$ cat config.mk
export PLATFORM = sky130hd
export DESIGN_NAME = dvi_timing_ctrl
export DESIGN_NICKNAME = d
export VERILOG_FILES = /design/src/rtl/dvi_timing_ctrl.sv
export SDC_FILE = /design/constraint.sdc
export NUM_CORES = 1
export LEC_CHECK = 0
export ABC_AREA = 1
export BUFFER_PORTS_ARGS = -buffer_cell sky130_fd_sc_hd__buf_2
export CAP_MARGIN = 20
export CORE_AREA = 2 2 186 188
export CTS_BUF_LIST = sky130_fd_sc_hd__clkbuf_4 sky130_fd_sc_hd__clkbuf_8
export CTS_CLUSTER_SIZE = 40
export DETAILED_ROUTE_END_ITERATION = 12
export DIE_AREA = 0 0 188 190
export SYNTH_ARGS = -nofsm -noshare
export SYNTH_HDL_FRONTEND = slang
export SYNTH_SLANG_ARGS = --single-unit
$ cat constraint.sdc
create_clock -name pix_clk -period 3.7 [get_ports pix_clk]
set_clock_uncertainty 0.15 [all_clocks]
set_input_delay 0.74 -clock pix_clk [delete_from_list [all_inputs] [get_ports pix_clk]]
set_output_delay 0.74 -clock pix_clk [all_outputs]
set_load 0.01 [all_outputs]
$ cat src/rtl/dvi_timing_ctrl.sv
// Raster sequencer for three TMDS encoder channels: counters, pixel request, DE and sync
// generation from a runtime-loadable timing set that swaps in only at frame boundaries.
module dvi_timing_ctrl #(
    parameter int unsigned CW       = 12,
    parameter int unsigned H_ACTIVE = 640,
    parameter int unsigned H_SS     = 656,
    parameter int unsigned H_SE     = 752,
    parameter int unsigned H_TOTAL  = 800,
    parameter int unsigned V_ACTIVE = 480,
    parameter int unsigned V_SS     = 490,
    parameter int unsigned V_SE     = 492,
    parameter int unsigned V_TOTAL  = 525
) (
    input  logic            pix_clk,
    input  logic            rst_n,
    input  logic            en,
    input  logic            cfg_valid,
    output logic            cfg_ready,
    input  logic [4*CW-1:0] cfg_h,
    input  logic [4*CW-1:0] cfg_v,
    output logic            cfg_err,
    output logic            pix_req,
    output logic [CW-1:0]   pix_x,
    output logic [CW-1:0]   pix_y,
    output logic            de,
    output logic            hsync,
    output logic            vsync,
    output logic            frame_start,
    output logic            busy
);

    typedef enum logic [1:0] {StIdle, StRun, StDrain} state_e;

    localparam logic [4*CW-1:0] HDef = {CW'(H_TOTAL), CW'(H_SE), CW'(H_SS), CW'(H_ACTIVE)};
    localparam logic [4*CW-1:0] VDef = {CW'(V_TOTAL), CW'(V_SE), CW'(V_SS), CW'(V_ACTIVE)};

    // Field order within a timing word: {total, sync_end, sync_start, active}.
    function automatic logic cfg_legal(logic [4*CW-1:0] c, logic [CW-1:0] min_total);
        logic [CW-1:0] act, ss, se, tot;
        act = c[CW-1:0];
        ss  = c[2*CW-1:CW];
        se  = c[3*CW-1:2*CW];
        tot = c[4*CW-1:3*CW];
        return (act != '0) && (act <= ss) && (ss < se) && (se <= tot) && (tot >= min_total);
    endfunction

    state_e          state_q, state_d;
    logic [CW-1:0]   h_cnt_q, h_cnt_d, v_cnt_q, v_cnt_d;
    logic [4*CW-1:0] act_h_q, act_h_d, act_v_q, act_v_d;
    logic [4*CW-1:0] sh_h_q, sh_h_d, sh_v_q, sh_v_d;
    logic            sh_full_q, sh_full_d;
    logic            cfg_err_q, cfg_err_d;
    logic            req_q, req_d;
    logic [CW-1:0]   pix_x_q, pix_x_d, pix_y_q, pix_y_d;
    logic            hs1_q, hs1_d, vs1_q, vs1_d;
    logic            de_q, de_d, hsync_q, hsync_d, vsync_q, vsync_d, fs_q, fs_d;

    logic [CW-1:0]   h_act, h_ss, h_se, h_tot, v_act, v_ss, v_se, v_tot;
    logic            running, h_last, v_last, frame_end, hs_fire, cfg_ok, apply;

    assign {h_tot, h_se, h_ss, h_act} = act_h_q;
    assign {v_tot, v_se, v_ss, v_act} = act_v_q;

    always_comb begin
        running   = (state_q != StIdle);
        h_last    = (h_cnt_q == h_tot - CW'(1));
        v_last    = (v_cnt_q == v_tot - CW'(1));
        frame_end = running && h_last && v_last;

        state_d = state_q;
        unique case (state_q)
            StIdle:  if (en) state_d = StRun;
            StRun:   if (!en) state_d = StDrain;
            StDrain: begin
                if (en) begin
                    state_d = StRun;
                end else if (frame_end) begin
                    state_d = StIdle;
                end
            end
            default: state_d = StIdle;
        endcase

        // IDLE parks the raster at the origin so every start begins at (0,0).
        h_cnt_d = '0;
        v_cnt_d = '0;
        if (running && !h_last) begin
            h_cnt_d = h_cnt_q + CW'(1);
            v_cnt_d = v_cnt_q;
        end else if (running && !v_last) begin
            v_cnt_d = v_cnt_q + CW'(1);
        end

        hs_fire = cfg_valid && !sh_full_q;
        cfg_ok  = cfg_legal(cfg_h, CW'(4)) && cfg_legal(cfg_v, CW'(2));
        apply   = sh_full_q && (frame_end || !running);

        sh_full_d = sh_full_q;
        sh_h_d    = sh_h_q;
        sh_v_d    = sh_v_q;
        act_h_d   = act_h_q;
        act_v_d   = act_v_q;
        if (apply) begin
            act_h_d   = sh_h_q;
            act_v_d   = sh_v_q;
            sh_full_d = 1'b0;
        end
        // Handshake and apply are exclusive: an offer is only taken while the slot is empty.
        if (hs_fire && cfg_ok) begin
            sh_h_d    = cfg_h;
            sh_v_d    = cfg_v;
            sh_full_d = 1'b1;
        end
        cfg_err_d = hs_fire && !cfg_ok;

        req_d   = running && (h_cnt_q < h_act) && (v_cnt_q < v_act);
        pix_x_d = req_d ? h_cnt_q : pix_x_q;
        pix_y_d = req_d ? v_cnt_q : pix_y_q;
        hs1_d   = running && (h_cnt_q >= h_ss) && (h_cnt_q < h_se);
        vs1_d   = running && (v_cnt_q >= v_ss) && (v_cnt_q < v_se);

        de_d    = req_q;
        hsync_d = hs1_q;
        vsync_d = vs1_q;
        fs_d    = req_q && (pix_x_q == '0) && (pix_y_q == '0);
    end

    always_ff @(posedge pix_clk or negedge rst_n) begin
        if (!rst_n) begin
            state_q   <= StIdle;
            h_cnt_q   <= '0;
            v_cnt_q   <= '0;
            act_h_q   <= HDef;
            act_v_q   <= VDef;
            sh_h_q    <= '0;
            sh_v_q    <= '0;
            sh_full_q <= 1'b0;
            cfg_err_q <= 1'b0;
            req_q     <= 1'b0;
            pix_x_q   <= '0;
            pix_y_q   <= '0;
            hs1_q     <= 1'b0;
            vs1_q     <= 1'b0;
            de_q      <= 1'b0;
            hsync_q   <= 1'b0;
            vsync_q   <= 1'b0;
            fs_q      <= 1'b0;
        end else begin
            state_q   <= state_d;
            h_cnt_q   <= h_cnt_d;
            v_cnt_q   <= v_cnt_d;
            act_h_q   <= act_h_d;
            act_v_q   <= act_v_d;
            sh_h_q    <= sh_h_d;
            sh_v_q    <= sh_v_d;
            sh_full_q <= sh_full_d;
            cfg_err_q <= cfg_err_d;
            req_q     <= req_d;
            pix_x_q   <= pix_x_d;
            pix_y_q   <= pix_y_d;
            hs1_q     <= hs1_d;
            vs1_q     <= vs1_d;
            de_q      <= de_d;
            hsync_q   <= hsync_d;
            vsync_q   <= vsync_d;
            fs_q      <= fs_d;
        end
    end

    assign cfg_ready   = !sh_full_q;
    assign cfg_err     = cfg_err_q;
    assign pix_req     = req_q;
    assign pix_x       = pix_x_q;
    assign pix_y       = pix_y_q;
    assign de          = de_q;
    assign hsync       = hsync_q;
    assign vsync       = vsync_q;
    assign frame_start = fs_q;
    assign busy        = running;

endmodule

# Word-level counts from Yosys, hierarchy flattened
# Index checks and enable logic that the tools add are counted.
[op_classes]
add_sub_neg = 4
n_lt_le_gt_ge = 14
n_eq_ne = 7
n_mux = 9
reduce_logical = 39
[op_table]
columns = ["op", "count"]
rows = [
  ["$lt A12 B12 Y1", 6],
  ["$le A12 B12 Y1", 4],
  ["$logic_and A1 B1 Y1", 25],
  ["$add A12 B1 Y12 const B", 2],
  ["$eq A12 B12 Y1", 2],
  ["$ge A12 B12 Y1", 2],
  ["$logic_not A12 Y1", 2],
  ["$mux W12", 2],
  ["$reduce_bool A12 Y1", 2],
  ["$sub A12 B1 Y12 const B", 2],
  ["$ge A12 B2 Y1 const B", 1],
  ["$ge A12 B3 Y1 const B", 1],
  ["$mux W2", 4],
  ["$pmux W2 S3", 1],
  ["$logic_not A1 Y1", 5],
  ["$ne A2 B2 Y1 const B", 2],
  ["$reduce_bool A2 Y1", 2],
  ["$ne A3 B3 Y1 const B", 1],
  ["$reduce_and A3 Y1", 1],
  ["$eq A2 B1 Y1 const B", 1],
  ["$eq A2 B2 Y1 const B", 1],
  ["$logic_not A2 Y1", 1],
  ["$mux W1", 2],
  ["$logic_or A1 B1 Y1", 1],
]
[word_totals]
ff_bits = 251
inputBits = 100
wordCells = 91

# Depth between registers and ports, before layout
[logic_depth]
depth_word = 8
depth_mapped = 17

# Worst setup path before layout
# OpenSTA, ideal clock, no wires.
[synth_timing]
kind = "input-to-reg"
startpoint = "in cfg_h[23]"
endpoint = "reg sh_h_q[10]"
arrival_ps = 2463
path_slack_ps = 970
cell_stages = 13
n_path_buf = 2
path_cell_list = "inv_1 > ha_1 > nand4_1 > nor3_1 > nand4_1 > nand2_1 > nand2_1 > nor2_2 > nand3_1 > buf_2 > clkbuf_1 > nand2_1 > nand2_1"
[synth_between]
elab_chain_len = 7
[synth_lines]
columns = ["item", "line", "source"]
rows = [
  ["from (decl)", "19", "input logic [4*CW-1:0] cfg_h,"],
  ["$le A12 B12 Y1", "44", "return (act != '0) && (act <= ss) && (ss < se) && (se <= tot) && (tot >= min_total);"],
  ["$logic_and A1 B1 Y1", "44", ""],
  ["$logic_and A1 B1 Y1 (*) (3 in series)", "44", ""],
  ["$logic_and A1 B1 Y1 (*)", "95", "cfg_ok = cfg_legal(cfg_h, CW'(4)) && cfg_legal(cfg_v, CW'(2));"],
  ["$logic_and A1 B1 Y1 (*)", "109", "if (hs_fire && cfg_ok) begin"],
  ["to (signal assigned)", "154", "sh_h_q <= sh_h_d;"],
  ["to (decl)", "50", "logic [4*CW-1:0] sh_h_q, sh_h_d, sh_v_q, sh_v_d;"],
]
# Every way passes the cells marked *; elsewhere a longest branch is shown, timed or not.
# A chain may end at the register's enable or synchronous reset.

# Worst setup path after layout
[layout_timing]
startpoint = "reg act_h_q[36]"
endpoint = "reg act_v_q[17]"
[layout_between]
elab_chain_len = 6
[layout_lines]
columns = ["item", "line", "source"]
rows = [
  ["from (decl)", "49", "logic [4*CW-1:0] act_h_q, act_h_d, act_v_q, act_v_d;"],
  ["from (signal assigned)", "152", "act_h_q <= act_h_d;"],
  ["$sub A12 B1 Y12", "66", "h_last = (h_cnt_q == h_tot - CW'(1));"],
  ["$eq A12 B12 Y1", "66", ""],
  ["$logic_and A1 B1 Y1 (2 in series)", "68", "frame_end = running && h_last && v_last;"],
  ["$logic_or A1 B1 Y1", "96", "apply = sh_full_q && (frame_end || !running);"],
  ["$logic_and A1 B1 Y1", "96", ""],
  ["to (signal assigned)", "134", "act_v_q <= VDef;"],
  ["to (signal assigned)", "153", "act_v_q <= act_v_d;"],
  ["to (decl)", "49", ""],
]
# Every way passes these cells.

==> flow_metrics.py <==
metrics = {
    "status": {
        "status": "finished, final reports clean",
    },
    "clocking": {
        "clkLatencyLatePin_ns": 0.57,
        "cts_resized": 0,
        "cts_hold_buf": 0,
        "numCtsBuffers": 44,
        "cts_setup_buffers": 0,
        "cts.sinks": 251,
        "cts_root_buf": "clkbuf_8",
        "h-tree-depth": 2,
        "cts_tree": "built",
        "cts_buffer_depth": 3,
        "path_clk_slew_ns": 0.06,
    },
    "worst_setup_path": {
        "reg2regPathDepth": 15,
        "crit_start": "act_h_q[36]",
        "crit_type": "reg -> reg",
        "cp.required_ns": 4.04,
        "endpoint": "act_v_q[17]",
        "r2r_setup_slack_ns": 0.62,
        "start_kind": "flip-flop",
        "cp.arrival_ns": 3.42,
        "r2r-end": "act_v_q[17]",
        "crit_path_max_fanout": 96,
        "end_kind": "flip-flop",
        "reg2reg_from": "act_h_q[36]",
    },
    "route": {
        "ant_nets": 0,
        "drt_iter0_markers": 898,
        "dr.pass1.iters": 5,
        "routed_wl_um": 39500,
        "drt-vias-per-instance": 5.19,
        "drc_errors": 0,
        "vias": 12977,
        "wire_per_inst_um": 15.8,
    },
    "pwr": {
        "peakVddDrop_uv": 313,
        "leakage_nw": 9.08,
        "fin_total_pwr_mw": 11.7,
        "switching_share": 0.396,
        "combPwrFrac": 0.360,
        "power_density_nw_per_um2": 686,
        "pwr-share-clk": 0.240,
        "seq_power_share": 0.400,
        "p_int_mw": 7.05,
        "p_switching_mw": 4.62,
    },
    "global_routing": {
        "first_global_vias": 12592,
        "grt_pass1_wl_um": 65900,
        "overflow": 0,
        "antenna_found_initial": 0,
        "grt_use_total": 0.226,
        "grt_max_degree": 126,
    },
    "placed_design": {
        "dpl_cell_area_sq_um": 16000,
        "gp_congestion": 0.862,
        "place_ws_ns": 0.422,
        "hpwl_um": 28000,
        "io_buffers": 131,
    },
    "synthesis": {
        "seq_area_frac_synth": 0.422,
        "synth-seq-cells": 251,
        "ys_types": 36,
        "synth.avg_cell_area_sq_um": 7.86,
        "syn_area_sq_um": 15000,
        "syn_inst": 1905,
        "syn_nets": 2147,
        "async_flop_share": 1.00,
        "ys.flop_type": "dfrtp_1",
        "synth-warning-count": 0,
        "synth_edf_count": 0,
    },
    "floorplanning": {
        "core_sq_um": 33900,
        "io_pins": 132,
        "die_area_sq_um": 35700,
        "die_y_um": 190,
        "rows": 68,
        "dieWidth_um": 188,
        "start_util": 0.441,
    },
    "timing": {
        "layout_setup_ws_ns": 0.616,
        "setup_violations": 0,
        "final-max-slew-violation-count": 0,
        "rsz0062_at_grt": "false",
        "max_freq_mhz": 324,
        "finalHoldViolCount": 0,
        "period_share": 0.833,
        "fin_crit_ns": 3.08,
        "tightest_slew_ns": 1.00,
        "fin_tns_setup_ns": 0,
        "relSlewSlack": 0.332,
    },
    "layout": {
        "nFillCells": 3300,
        "areaGrowthSynthToFinish_pct": 13.7,
        "fin_nets": 2251,
        "diodes": 0,
        "drive_above_1_share": 0.142,
        "design_area_sq_um": 17000,
    },
    "worst_hold_path": {
        "hp-class": "in -> async",
    },
    "flow_run": {
        "drv_cap": 0,
    },
}
==> layout make-up <==
| class | instances | area [sq um] | share of cell area |
|---|---|---|---|
| clock buffers | 74 | 918 | 0.0540 |
| clock inverters | 7 | 70.1 | 0.00412 |
| inverters | 224 | 841 | 0.0494 |
| multi-input cells | 1336 | 7400 | 0.435 |
| flip-flops and latches | 251 | 6320 | 0.372 |
| well taps | 455 | 569 | 0.0334 |
| repair buffers | 152 | 898 | 0.0528 |
==> worst max-delay path: stages, from the launching register on <==
cell,delay [ns]
dfrtp_1,0.40
inv_1,0.10
ha_1,0.20
nand2_1,0.13
nor2_1,0.25
nand3_1,0.14
nand2_1,0.09
nand2_1,0.05
nand2_1,0.07
nor2_1,0.05
nand3_1,0.18
nand2_4,0.10
nand3_4,0.09
buf_4,0.74
nand2_1,0.13
nand2_1,0.10
==> worst min-delay path by stage <==
| stage | endpoint | startpoint | slack (ns) | depth (start not counted) |
|---|---|---|---|---|
| 2_1_floorplan | hsync | hs1_q | 0.18 | 0 |
| 3_3_place_gp | hsync | hs1_q | 0.18 | 0 |
| 3_5_place_dp | hsync | hs1_q | 0.19 | 0 |
| 4_1_cts | sh_h_q[34] | rst_n | 0.04 | 1 |
| 5_1_grt | sh_h_q[34] | rst_n | 0.06 | 1 |
| 6_report | sh_h_q[35] | rst_n | 0.02 | 1 |
==> logic make-up after synthesis <==
logic type,synth area share
buf+inv,0.0856
compound gates,0.0534
fa+ha+maj,0.119
flops,0.422
xor+xnor,0.0152
simple gates,0.305
==> per-layer routing <==
metal,track usage,vias up,share of wire
met5,0,-,0
met4,0.0739,0,0.024
met3,0.0310,65,0.056
met2,0.322,356,0.41
met1,0.351,6010,0.51
li1,-,6546,-
==> Yosys cell counts (2+ instances only) <==
cell	count	area (sq um)
a21oi_1	76	380
xnor2_1	6	52.6
nor2_1	93	349
nor2_2	7	43.8
a211oi_1	4	30.0
ha_1	142	1780
dfstp_2	33	867
o31ai_1	3	22.5
nor4_1	6	37.5
nand2_2	2	12.5
nand4_1	227	1420
nor3_1	17	85.1
clkbuf_1	49	184
dfrtp_1	218	5460
buf_4	5	37.5
inv_2	7	26.3
xor2_1	20	175
nand3b_1	4	30.0
nand3_1	53	265
buf_6	5	56.3
o211ai_1	2	15.0
or2_2	2	12.5
inv_1	217	815
buf_2	26	130
o21a_1	5	37.5
o21bai_1	3	22.5
nand2_1	603	2260
buf_1	9	33.8
o21ai_0	54	270
==> stage by stage <==
step / util / hold WS (ns) / cells
2_1_floorplan: - / 0.181 / 1905
3_3_place_gp: 0.472 / 0.184 / 2418
3_5_place_dp: 0.472 / 0.188 / 2418
4_1_cts: 0.501 / 0.0359 / 2499
5_1_grt: 0.501 / 0.0646 / 2499
6_report: 0.501 / 0.0244 / 2499
==> cells in the final DEF (no fill, tap or decap), types with 2 or more instances in the layout <==
cell type  count
clkinv_2       3
inv_1        217
nand2_4        2
clkbuf_8      58
clkbuf_4      16
nor2_4         2
xnor2_1        6
buf_2        130
dfstp_2       33
o21a_1         5
nor3_1        17
nand3_1       52
dfrtp_1      217
a211oi_1       4
a21oi_1       76
o211ai_1       2
o21ai_0       54
buf_12         6
nor2_2         6
nand3b_1       4
or2_2          2
nand2_1      603
buf_4         15
o21bai_1       3
nor2_1        92
ha_1         142
nand4_1      227
xor2_1        20
nor4_1         6
o31ai_1        3
inv_2          7
nand3_4        2
==> flip-flops by register name, summed over array words and instances, names as in the netlist <==
signal,flops
h_cnt_q,12
hsync,1
sh_h_q,48
act_v_q,48
pix_req,1
sh_v_q,48
act_h_q,48
v_cnt_q,12
pix_x,12
sh_full_q,1
cfg_err,1
vsync,1
frame_start,1
vs1_q,1
pix_y,12
state_q,2
hs1_q,1
de,1
==> power groups by stage <==
stage / clock [mW] / sequential (mW) / combinational (mW)
finish: 2.80 / 4.66 / 4.21
global placement: 0 / 4.68 / 4.06
CTS: 2.88 / 4.65 / 4.24
detailed placement: 0 / 4.69 / 4.22
global route: 3.00 / 4.78 / 4.99
floorplan: 0 / 4.41 / 3.26
Power figures use the tool's default switching activity.
